### config.mk
export PLATFORM = sky130hd
export DESIGN_NAME = ahb_mtx_arb_rr
export DESIGN_NICKNAME = d
export VERILOG_FILES = /design/src/rtl/ahb_mtx_arb_rr.sv
export SDC_FILE = /design/constraint.sdc
export NUM_CORES = 1
export LEC_CHECK = 0
export BUFFER_PORTS_ARGS = -buffer_cell sky130_fd_sc_hd__buf_2
export CAP_MARGIN = 10
export CORE_AREA = 3 3 40 42
export DETAILED_ROUTE_END_ITERATION = 12
export DIE_AREA = 0 0 43 45
export GPL_TIMING_DRIVEN = 0
export PLACE_DENSITY_LB_ADDON = 0.25
export SYNTH_ARGS = -nofsm -noshare
export SYNTH_HDL_FRONTEND = slang
export SYNTH_SLANG_ARGS = --single-unit
### constraint.sdc
create_clock -name HCLK -period 1.6 [get_ports HCLK]
set_input_delay 0.16 -clock HCLK [delete_from_list [all_inputs] [get_ports HCLK]]
set_output_delay 0.16 -clock HCLK [all_outputs]
set_load 0.03 [all_outputs]
### src/rtl/ahb_mtx_arb_rr.sv
// ahb_mtx_arb_rr
// Round-robin output-stage arbiter for one AHB bus-matrix slave port.
// Selects one of NUM_PORTS input ports (addr_in_port) or none (no_port).
// The current owner keeps the grant while HMASTLOCKM is high. When the
// AHB_ARB_BURST_HOLD_EN macro is defined, it also keeps the grant for the
// full length of fixed-length bursts (INCR4/8/16, WRAP4/8/16).
//
// Handshake: every register advances only on a rising HCLK edge with
// HREADYM=1. When HREADYM=0 the whole arbiter holds its state, so a
// stalled transfer never sees its grant move.

module ahb_mtx_arb_rr #(
    parameter int NUM_PORTS = 4
) (
    input  logic                 HCLK,
    input  logic                 HRESETn,
    input  logic [NUM_PORTS-1:0] req_port,
    input  logic                 HREADYM,
    input  logic                 HSELM,
    input  logic [1:0]           HTRANSM,
    input  logic [2:0]           HBURSTM,
    input  logic                 HMASTLOCKM,
    output logic [2:0]           addr_in_port,
    output logic                 no_port
);

    localparam logic [1:0] TRANS_IDLE   = 2'b00;
    localparam logic [1:0] TRANS_BUSY   = 2'b01;
    localparam logic [1:0] TRANS_NONSEQ = 2'b10;
    localparam logic [1:0] TRANS_SEQ    = 2'b11;

    localparam logic [2:0] BURST_WRAP4  = 3'b010;
    localparam logic [2:0] BURST_INCR4  = 3'b011;
    localparam logic [2:0] BURST_WRAP8  = 3'b100;
    localparam logic [2:0] BURST_INCR8  = 3'b101;
    localparam logic [2:0] BURST_WRAP16 = 3'b110;
    localparam logic [2:0] BURST_INCR16 = 3'b111;

    // Grant register. r_addr keeps the last granted port even while
    // r_no_port is set, so the next search resumes after that port.
    logic [2:0]           r_addr;
    logic                 r_no_port;

    logic [NUM_PORTS-1:0] w_eff_req;
    logic [3:0]           w_cnt_next;
    logic                 w_hit;
    logic [2:0]           w_rr_addr;
    logic [2:0]           w_addr_next;
    logic                 w_no_port_next;

    // Effective request: the current owner still counts as a requester
    // while its own address phase is active (selected and not IDLE).
    always_comb begin
        w_eff_req = req_port;
        for (int n = 0; n < NUM_PORTS; n++) begin
            if ((r_addr == 3'(n)) && !r_no_port && HSELM &&
                (HTRANSM != TRANS_IDLE)) begin
                w_eff_req[n] = 1'b1;
            end
        end
    end

`ifdef AHB_ARB_BURST_HOLD_EN
    // Remaining beats of the current fixed-length burst.
    logic [3:0] r_cnt;

    // Beat counter next value: load on a selected NONSEQ, count down on
    // SEQ, freeze on BUSY, clear on IDLE (early burst termination).
    always_comb begin
        w_cnt_next = r_cnt;
        case (HTRANSM)
            TRANS_NONSEQ: begin
                if (HSELM) begin
                    case (HBURSTM)
                        BURST_INCR4,  BURST_WRAP4:  w_cnt_next = 4'd3;
                        BURST_INCR8,  BURST_WRAP8:  w_cnt_next = 4'd7;
                        BURST_INCR16, BURST_WRAP16: w_cnt_next = 4'd15;
                        default:                    w_cnt_next = 4'd0;
                    endcase
                end else begin
                    w_cnt_next = 4'd0;
                end
            end
            TRANS_SEQ: begin
                if (r_cnt != 4'd0) begin
                    w_cnt_next = r_cnt - 4'd1;
                end
            end
            TRANS_BUSY: w_cnt_next = r_cnt;
            default:    w_cnt_next = 4'd0;
        endcase
    end

    // Beat counter register; advances only on accepted beats.
    always_ff @(posedge HCLK or negedge HRESETn) begin
        if (!HRESETn) begin
            r_cnt <= 4'd0;
        end else if (HREADYM) begin
            r_cnt <= w_cnt_next;
        end
    end
`else
    // Without burst hold the arbiter may re-arbitrate on every beat.
    logic w_unused_burst;

    // No beat counter in this build: burst hold never applies.
    always_comb begin
        w_cnt_next     = 4'd0;
        w_unused_burst = ^HBURSTM;
    end
`endif

    // Round-robin search: start just after the last granted port and
    // wrap around so the last granted port itself is tried last.
    always_comb begin
        w_hit     = 1'b0;
        w_rr_addr = r_addr;
        for (int i = 1; i <= NUM_PORTS; i++) begin
            if (!w_hit && w_eff_req[(int'(r_addr) + i) % NUM_PORTS]) begin
                w_hit     = 1'b1;
                w_rr_addr = 3'((int'(r_addr) + i) % NUM_PORTS);
            end
        end
    end

    // Next-grant priority: lock, then burst hold, then round-robin, then
    // park on the current port while the slave is still selected.
    always_comb begin
        w_addr_next    = r_addr;
        w_no_port_next = r_no_port;
        if (HMASTLOCKM) begin
            w_addr_next    = r_addr;
            w_no_port_next = r_no_port;
        end else if (w_cnt_next != 4'd0) begin
            w_addr_next    = r_addr;
            w_no_port_next = r_no_port;
        end else if (w_hit) begin
            w_addr_next    = w_rr_addr;
            w_no_port_next = 1'b0;
        end else if (HSELM) begin
            w_no_port_next = 1'b0;
        end else begin
            w_no_port_next = 1'b1;
        end
    end

    // Grant register; cleared asynchronously, advances on accepted beats.
    always_ff @(posedge HCLK or negedge HRESETn) begin
        if (!HRESETn) begin
            r_addr    <= 3'd0;
            r_no_port <= 1'b1;
        end else if (HREADYM) begin
            r_addr    <= w_addr_next;
            r_no_port <= w_no_port_next;
        end
    end

    assign addr_in_port = r_addr;
    assign no_port      = r_no_port;

endmodule

==> flow_summary.ini <==
[sta]
setup_ws_ns = -0.132
fin_crit_ns = 1.73
skew_ns = 0.00837
hold_violations = 0
tns_ns = -0.328
drv_slew = 0
fmax_mhz = 577
setup_viol = 3
min_period_over_period_pct = 108
rsz0062_at_grt = yes

[finish]
area.growth.synth_to_final_pct = 74.4
fin_cells = 93
fin_nets = 97
n_antenna_cell = 0
drive_gt1_share_pct = 59.0

[clock_tree]
cts_htree_levels = 1
clockBufferDepth = 2
cts.sinks = 3
clk_pin_slew_ns = 0.04
root_buffer = clkbuf_4
clk_latency_ns = 0.24
cts-buffers-inserted = 3
cts_tree = built

[critical_path]
worst_r2r_endpoint = addr_in_port[0]$_DFFE_PN0P_
end_kind = flop
worstPathArrival_ns = 1.85
r2r_start = no_port$_DFFE_PN1P_
cpLargestDelayFamily = compound AO/OA/AOI/OAI gates
crit_slowest_cell = dfstp_2
r2r_setup_slack_ns = -0.13
critPathKind = flop to flop
cp_num_buf_inv = 0
slowest_delay_ns = 0.36
crit_chain = and2b_4 -> a31oi_4 -> mux2_4 -> a221o_1 -> a22o_1
startpoint = no_port$_DFFE_PN1P_
crit_required_ns = 1.71
crit_fanout = 4
r2r_cells = 5
start_kind = flop

[worst_hold_path]
hold_class = primary input to asynchronous set/reset pin

[place]
portBuffers = 13
pre_cts_ws_ns = -0.211
dpl.cell_count = 78
gp_congestion = 0.765
hpwl_um = 920

[synthesis]
synth_edf_count = 0
ys_types = 24
netlist.area_leader.share_pct = 12.0
yosys_warnings = 0
synth_area_um2 = 415
synth_fp_nets = 68
yosys-top-cells-area = dfrtp_1 12%, ha_1 12%, nor2_1 9.9%
synthFlopType = dfrtp_1
netlist_instances = 50
synth-seq-cells = 3
async_reset_ff_share_pct = 100
synth.largest_area_cell = dfrtp_1
avgSynthCellArea_um2 = 8.31
synth-seq-area-share_pct = 18.4

[power_and_ir_drop]
leakage_uw = 0.000314
pwr_density_cell_nw_per_um2 = 1580
power_uw = 1150
peakVddDrop_uv = 786

[detailed_routing]
viasPerCell = 5.38
antenna_left = 0
avgRoutedWirePerCell_um = 14.1
drt-initial-drc-count = 22
dr.pass1.iters = 4
drc_errors = 0
drt_wl_total_um = 1310
vias = 500

[global_route]
grt_pass1_wl_um = 2440
antenna_found_initial = 0
grt_overflow = 0
grtUsageTotal_pct = 17.0
grt_pass1_vias = 528
grt_max_degree = 6

[floorplan]
die-area_um2 = 1940
die_x_um = 43
initial_core_util_pct = 32.3
die_h_um = 45
rows = 13
ioPinCount = 18
core_area_um2 = 1280

[run]
maxCapViolCount = 0

[run_status]
outcome = finished, violations left
failed_checks = negative setup slack
==> power breakdown <==
part           switching, uW  internal, uW  total [uW]
Sequential              50.3           110         160
Clock                   43.0          93.7         137
Combinational            422           428         850
==> Yosys cell counts (2+ instances only) <==
library cell / instances
dfrtp_1: 2
nor2_1: 11
a22oi_1: 2
mux2_2: 3
a22o_1: 2
ha_1: 4
o31ai_1: 2
a31oi_1: 5
inv_1: 4
==> timing repair <==
item                                    4_1_cts  5_1_grt
endpoints found under the setup margin        3        3
gates resized for setup                       4        0
hold buffers                                  1        0
buffers inserted                             10        0
hold endpoints to repair                      3        0
pin swaps                                     4        0
==> routing by layer <==
metal  up-vias  GRT usage, %  share of wire [%]
met4         0          10.8                  0
met1       235          19.1                 41
met3         0          3.59                4.1
met5         -             0                  0
met2        18          29.3                 55
li1        247             -                  -
==> area by class of cell <==
cell class	count	area [um^2]
Fill cell	107	561
Multi-Input combinational cell	42	419
Timing Repair Buffer	24	154
Sequential cell	3	78.8
Clock buffer	4	26.3
Inverter	4	20.0
Tap cell	15	18.8
Buffer	1	7.51
==> registers in the layout, indices dropped and copies added (netlist names) <==
signal	count
addr_in_port	2
no_port	1
==> placed cells by master, fill, tap and decap left out, types with 2 or more instances in the layout <==
cell type  count
a22o_1         2
a22oi_1        2
a31oi_4        4
buf_2         13
buf_4         10
clkbuf_4       3
dfrtp_2        2
ha_4           2
inv_1          2
inv_4          2
mux2_2         2
nor2_1        11
o31ai_2        2
==> logic make-up (layout without fill, tap and decap cells) <==
kind of cell	Yosys count	in the layout	share of synthesized area [%]
compound gates	17	17	31.3
flops	3	3	18.4
fa+ha+maj	4	4	12.0
simple gates	15	15	16.0
other cells	1	1	0.903
mux	5	5	16.0
buf+inv	5	33	5.42
==> through the flow <==
stage	hold slack [ns]	util [%]	area, um^2
3_3_place_gp	-0.0451	46.4	597
3_5_place_dp	-0.0407	46.4	597
4_1_cts	0.247	56.4	724
2_1_floorplan	-0.136	-	513
5_1_grt	0.265	56.4	724
6_report	0.253	56.4	724
==> how the worst max path moves through the flow <==
stage                                        to  slack, ns  cells after the start
floorplan           addr_in_port[0]$_DFFE_PN0P_      -0.15                      6
global placement    addr_in_port[1]$_DFFE_PN0P_      -0.18                      7
detailed placement  addr_in_port[1]$_DFFE_PN0P_      -0.21                      7
CTS                 addr_in_port[0]$_DFFE_PN0P_      -0.13                      5
global route        addr_in_port[0]$_DFFE_PN0P_      -0.19                      5
finish              addr_in_port[0]$_DFFE_PN0P_      -0.13                      5
Note: power is estimated with default switching activity, not from simulation.
